===== src/rtl/pixel_stream_tx.sv =====
// pixel_stream_tx
//   Transmit end of the edge-detection pipeline. Pixels from the filter core
//   are buffered in a small FIFO, then streamed downstream through a single
//   output register carrying raster framing flags (SOF / EOL / EOF).
//
//   Optional build macro: PIXEL_TX_THRESH_EN
//     defined   -> each pixel is binarised at load time (>= THRESHOLD -> 8'hFF,
//                  else 8'h00)
//     undefined -> pixels pass through unmodified; THRESHOLD is unused
//
// Ports
//   clk, reset             rising-edge clock, synchronous active-high reset
//   tx_en                  transmit enable, acted on only at frame boundaries
//   in_pixel/in_valid      write side from the filter core
//   in_ready               FIFO not full
//   out_pixel/out_valid    output beat, held stable while !out_ready
//   out_ready              downstream accept
//   out_sof/out_eol/out_eof raster flags travelling with the beat
//   frame_done             one-cycle pulse after the EOF beat is accepted
//   overflow               sticky: a pixel was offered while the FIFO was full
module pixel_stream_tx #(
    parameter int         IMG_WIDTH  = 64,
    parameter int         IMG_HEIGHT = 64,
    parameter int         FIFO_DEPTH = 16,
    parameter logic [7:0] THRESHOLD  = 8'd128
) (
    input  logic       clk,
    input  logic       reset,
    input  logic       tx_en,
    input  logic [7:0] in_pixel,
    input  logic       in_valid,
    output logic       in_ready,
    output logic [7:0] out_pixel,
    output logic       out_valid,
    input  logic       out_ready,
    output logic       out_sof,
    output logic       out_eol,
    output logic       out_eof,
    output logic       frame_done,
    output logic       overflow
);

    localparam int AW = $clog2(FIFO_DEPTH);
    localparam int CW = (IMG_WIDTH  > 2) ? $clog2(IMG_WIDTH)  : 1;
    localparam int RW = (IMG_HEIGHT > 2) ? $clog2(IMG_HEIGHT) : 1;

    localparam logic [CW-1:0] COL_LAST = CW'(IMG_WIDTH - 1);
    localparam logic [RW-1:0] ROW_LAST = RW'(IMG_HEIGHT - 1);

    localparam logic [0:0] S_IDLE   = 1'b0;
    localparam logic [0:0] S_STREAM = 1'b1;

    // One output beat: pixel plus the flags computed when it was loaded.
    typedef struct packed {
        logic [7:0] pixel;
        logic       sof;
        logic       eol;
        logic       eof;
    } beat_t;

    // ------------------------------------------------------------------
    // FIFO: pointers carry one extra wrap bit so full/empty are unambiguous
    // ------------------------------------------------------------------
    logic [7:0]  mem [FIFO_DEPTH];
    logic [AW:0] wr_ptr;
    logic [AW:0] rd_ptr;
    logic        empty;
    logic        full;
    logic        wr_en;
    logic        rd_en;

    assign empty = (wr_ptr == rd_ptr);
    assign full  = (wr_ptr[AW] != rd_ptr[AW]) &&
                   (wr_ptr[AW-1:0] == rd_ptr[AW-1:0]);

    // A read in the same cycle does not free a slot for a write while full.
    assign in_ready = !full;
    assign wr_en    = in_valid && !full;

    always_ff @(posedge clk) begin
        if (wr_en)
            mem[wr_ptr[AW-1:0]] <= in_pixel;
    end

    always_ff @(posedge clk) begin
        if (reset) begin
            wr_ptr <= '0;
            rd_ptr <= '0;
        end else begin
            if (wr_en) wr_ptr <= wr_ptr + 1'b1;
            if (rd_en) rd_ptr <= rd_ptr + 1'b1;
        end
    end

    // ------------------------------------------------------------------
    // Pixel transform applied on the way into the output register
    // ------------------------------------------------------------------
    logic [7:0] head;
    logic [7:0] load_pixel;

    assign head = mem[rd_ptr[AW-1:0]];

`ifdef PIXEL_TX_THRESH_EN
    assign load_pixel = (head >= THRESHOLD) ? 8'hFF : 8'h00;
`else
    assign load_pixel = head;
    logic unused_thresh;
    assign unused_thresh = ^THRESHOLD;
`endif

    // ------------------------------------------------------------------
    // Control
    // ------------------------------------------------------------------
    logic [0:0]    state;
    logic [0:0]    state_nxt;
    logic [CW-1:0] col;
    logic [RW-1:0] row;
    logic          accept;
    logic          eof_accept;
    logic          stop_at_eof;
    logic          load;
    beat_t         beat_q;
    beat_t         beat_nxt;

    assign accept      = out_valid && out_ready;
    assign eof_accept  = accept && out_eof;
    // When the frame ends with tx_en low, the next frame's first pixel must
    // stay in the FIFO, so the load that would normally overlap the EOF
    // acceptance is suppressed.
    assign stop_at_eof = eof_accept && !tx_en;
    assign load        = (state == S_STREAM) && !empty &&
                         (!out_valid || out_ready) && !stop_at_eof;
    assign rd_en       = load;

    always_comb begin
        beat_nxt.pixel = load_pixel;
        beat_nxt.sof   = (col == '0) && (row == '0);
        beat_nxt.eol   = (col == COL_LAST);
        beat_nxt.eof   = (col == COL_LAST) && (row == ROW_LAST);
    end

    always_comb begin
        state_nxt = state;
        case (state)
            S_IDLE:   if (tx_en)       state_nxt = S_STREAM;
            S_STREAM: if (stop_at_eof) state_nxt = S_IDLE;
            default:                   state_nxt = S_IDLE;
        endcase
    end

    always_ff @(posedge clk) begin
        if (reset) state <= S_IDLE;
        else       state <= state_nxt;
    end

    // col/row name the pixel that the next load will place in the output
    // register; they advance only on loads.
    always_ff @(posedge clk) begin
        if (reset) begin
            col <= '0;
            row <= '0;
        end else if (load) begin
            if (col == COL_LAST) begin
                col <= '0;
                row <= (row == ROW_LAST) ? '0 : row + 1'b1;
            end else begin
                col <= col + 1'b1;
            end
        end
    end

    // Output register: load has priority; otherwise an accepted beat just
    // drops valid and leaves the data as it was.
    always_ff @(posedge clk) begin
        if (reset) begin
            beat_q    <= '0;
            out_valid <= 1'b0;
        end else if (load) begin
            beat_q    <= beat_nxt;
            out_valid <= 1'b1;
        end else if (accept) begin
            out_valid <= 1'b0;
        end
    end

    assign out_pixel = beat_q.pixel;
    assign out_sof   = beat_q.sof;
    assign out_eol   = beat_q.eol;
    assign out_eof   = beat_q.eof;

    always_ff @(posedge clk) begin
        if (reset) begin
            frame_done <= 1'b0;
            overflow   <= 1'b0;
        end else begin
            frame_done <= eof_accept;
            if (in_valid && full) overflow <= 1'b1;
        end
    end

endmodule


===== config.mk =====
export PLATFORM = sky130hd
export DESIGN_NAME = pixel_stream_tx
export DESIGN_NICKNAME = d
export VERILOG_FILES = /design/src/rtl/pixel_stream_tx.sv
export SDC_FILE = /design/constraint.sdc
export NUM_CORES = 1
export LEC_CHECK = 0
export BUFFER_PORTS_ARGS = -buffer_cell sky130_fd_sc_hd__buf_2
export CAP_MARGIN = 20
export CORE_MARGIN = 10
export CORE_UTILIZATION = 30
export CTS_CLUSTER_DIAMETER = 80
export DETAILED_ROUTE_END_ITERATION = 6
export GPL_TIMING_DRIVEN = 0
export PLACE_DENSITY = 0.42
export RECOVER_POWER = 50
export SLEW_MARGIN = 20
export SYNTH_ARGS = -nofsm -noshare
export SYNTH_HDL_FRONTEND = slang
export SYNTH_SLANG_ARGS = --single-unit

===== constraint.sdc =====
create_clock -name clk -period 5.25 [get_ports clk]
set_clock_uncertainty 0.05 [all_clocks]
set_input_delay 0.2625 -clock clk [delete_from_list [all_inputs] [get_ports clk]]
set_output_delay 0.2625 -clock clk [all_outputs]
set_load 0.1 [all_outputs]

==> flow_summary.yaml <==
final_layout:
  diodes: 0
  drive_gt1_share_pct: 18.0
  fillCellCount: 2136
  area_growth_syn_to_layout_pct: 14.8
  num-nets-final: 515
  finalInstanceArea_um2: 7780
place:
  dp_hpwl_um: 10800
  globalplace.congestion: 0.757
  placed_area_um2: 7270
  port_buffers: 27
routing:
  via_per_inst: 4.94
  drtAntennaViolNets: 0
  wl_um: 16400
  vias: 3880
  drt_iter0_drc: 188
  drc: 0
  avgRoutedWirePerCell_um: 20.9
  drt_first_pass_iters: 5
logic_synthesis:
  synth_cell_type_count: 43
  synthArstFlopShare_pct: 0
  ys_seq_elements: 165
  synthCells: 447
  syn_nets: 469
  ys.flop_type: "edfxtp_1"
  ys_seq_area_share_pct: 67.7
  synth.avg_cell_area_um2: 15.2
  yosysWarningCount: 0
  synth_enable_flop_cells: 128
  syn_area_um2: 6780
timing:
  worst_pin_slew_ns: 1.20
  relSlewSlack_pct: 20.2
  holdWs_ns: 0.0323
  period_share_pct: 64.3
  period_minus_slack_ns: 3.37
  setup_violations: 0
  hold_viol: 0
  fmaxAchievable_mhz: 296
  report.final.slew_viol_count: 0
  rsz0062_at_grt: "false"
  setup_tns_ns: 0
critical_path:
  max_stage_delay_ns: 0.74
  critPathMaxFanout: 10
  crit_slowest_cell: "clkbuf_1"
  cpLargestDelayFamily: "buffers and inverters"
  worst-path-buf-inv: 2
  path_cells: "clkbuf_1 > xnor2_1 > and4_1 > a21oi_1 > clkbuf_1 > and3_1"
  cp_data_required_time_ns: 5.26
  crit_path_frequent_cell: "clkbuf_1"
  critPathLaunchType: "flop"
  critPathKind: "reg -> reg"
  end_kind: "flop"
  crit_arrival_ns: 3.38
cts:
  cts_resized: 0
  cts_root_buf: "clkbuf_16"
  htree_levels: 4
  cts_tree: "built"
  post-cts-setup-buffers: 0
  clkSlewWorstSetupHoldPaths_ns: 0.07
  clockBufferDepth: 2
  cts_inserted_buffers: 17
  cts.sinks: 165
  clock_latency_ns: 0.43
  hold_buffers: 0
power:
  p_per_area_nw_per_um2: 375
  p_leak_nw: 2.47
  power_mw: 2.92
  peakVddDrop_mv: 0.196
worst_hold_path:
  hold_class: "in -> reg"
grt:
  grt-ovfl-total: 0
  grtUsageTotal_pct: 11.7
  grt_max_degree: 17
  antenna_found_initial: 0
  grt_pass1_wl_um: 25000
  grt_pass1_vias: 4014
die:
  fp.dieH_um: 170
  rows: 54
  coreArea_um2: 22000
  io_pins: 28
  die-area_um2: 29000
  initial_utilization_pct: 30.8
  dieWidth_um: 170
run:
  maxCapViolations: 0
run_status:
  status: "completed"
## where the power goes
group	switching, mW	internal, mW	total [mW]
combinational	0.197	0.0658	0.263
clock	0.542	0.666	1.21
sequential	0.0152	1.43	1.45
total	0.755	2.16	2.92
## worst reg2reg max path, stage by stage, from the launching register on
cell	delay, ns
dfxtp_1	0.35
clkbuf_1	0.74
xnor2_1	0.19
and4_1	0.26
a21oi_1	0.56
clkbuf_1	0.32
and3_1	0.53
## stage by stage
stage / util (%) / instances / worst slack (ns)
final: 35.3 / 786 / 1.88
after global routing: 35.3 / 786 / 1.57
after CTS: 35.6 / 786 / 2.66
after detailed placement: 33.0 / 754 / 2.67
after global placement: 33.0 / 754 / 2.45
after floorplan: - / 447 / 3.03
## layout make-up
type	instances	area, um2	share of cell area (%)
flip-flops and latches	165	4580	58.9
multi-input cells	245	2000	25.7
clock buffers	17	425	5.47
well taps	280	350	4.50
clock inverters	15	148	1.90
plain buffers	27	131	1.69
repair buffers	27	106	1.37
inverters	10	37.5	0.483
## logic make-up (layout without fill, tap and decap cells)
kind of cell | Yosys count | after routing | synth area share [%]
xor+xnor | 11 | 11 | 1.70
buf+inv | 37 | 96 | 2.77
compound gates | 65 | 65 | 6.32
flops | 165 | 165 | 67.7
simple gates | 118 | 118 | 8.94
fa+ha+maj | 9 | 9 | 1.66
mux | 42 | 42 | 11.0
## path summary, 6_finish.rpt
| check | slack, ns | endpoint | start | cells after the start |
|---|---|---|---|---|
| min | 0.03 | state | tx_en | 3 |
| max reg2reg | 1.88 | mem[9][7] | rd_ptr[1] | 6 |
| min reg2reg | 0.42 | out_eol | out_eol | 2 |
| max | 1.88 | mem[9][7] | rd_ptr[1] | 6 |
## Yosys cell counts, types with 2 or more instances
| cell type | count | area (um2) |
|---|---|---|
| buf_4 | 4 | 30.0 |
| xor2_1 | 3 | 26.3 |
| nor4_1 | 3 | 18.8 |
| or3_1 | 4 | 25.0 |
| a21oi_1 | 20 | 100 |
| dfxtp_1 | 37 | 741 |
| nor2_1 | 23 | 86.3 |
| o31ai_1 | 2 | 15.0 |
| nand3_1 | 14 | 70.1 |
| a31oi_1 | 2 | 12.5 |
| inv_1 | 10 | 37.5 |
| buf_2 | 8 | 40.0 |
| o21ai_0 | 7 | 35.0 |
| mux4_2 | 24 | 541 |
| o22ai_1 | 8 | 50.1 |
| nor2b_1 | 14 | 87.6 |
| nor3_1 | 22 | 110 |
| xnor2_1 | 7 | 61.3 |
| nand4_1 | 2 | 12.5 |
| mux2_2 | 17 | 191 |
| and3_1 | 16 | 100 |
| o2111ai_1 | 2 | 17.5 |
| nand2_1 | 14 | 52.6 |
| clkbuf_1 | 11 | 41.3 |
| a211oi_1 | 17 | 128 |
| edfxtp_1 | 128 | 3840 |
| buf_6 | 3 | 33.8 |
| and2_1 | 2 | 12.5 |
| ha_1 | 9 | 113 |
## flip-flops by register name (all words and copies together) (netlist names), 5 cells and up
name / flops
mem: 128
row: 6
wr_ptr: 5
out_pixel: 8
col: 6
rd_ptr: 5
## placed cells by master (no fill, tap or decap), drive strengths merged, types with 2 or more instances in the layout
cell type,instances
a21oi,21
xor2,4
xnor2,7
a31oi,2
mux2,17
nor3,22
o21ai,8
o2111ai,2
dfxtp,37
nand3,14
nand2,14
and3,16
ha,9
clkinv,8
nor2b,14
edfxtp,128
inv,16
nand4,2
a211oi,17
nor4,3
clkbuf,55
buf,16
mux4,24
and2,2
o31ai,2
or3,4
o22ai,8
nor2,23
## metal layers
layer / track usage [%] / up-vias / wire length, um
met5: 0 / - / 0
met3: 3.22 / 9 / 724
li1: - / 1834 / -
met1: 15.2 / 1954 / 7670
met2: 18.8 / 83 / 7840
met4: 3.24 / 0 / 166
Power figures use the tool's default switching activity.
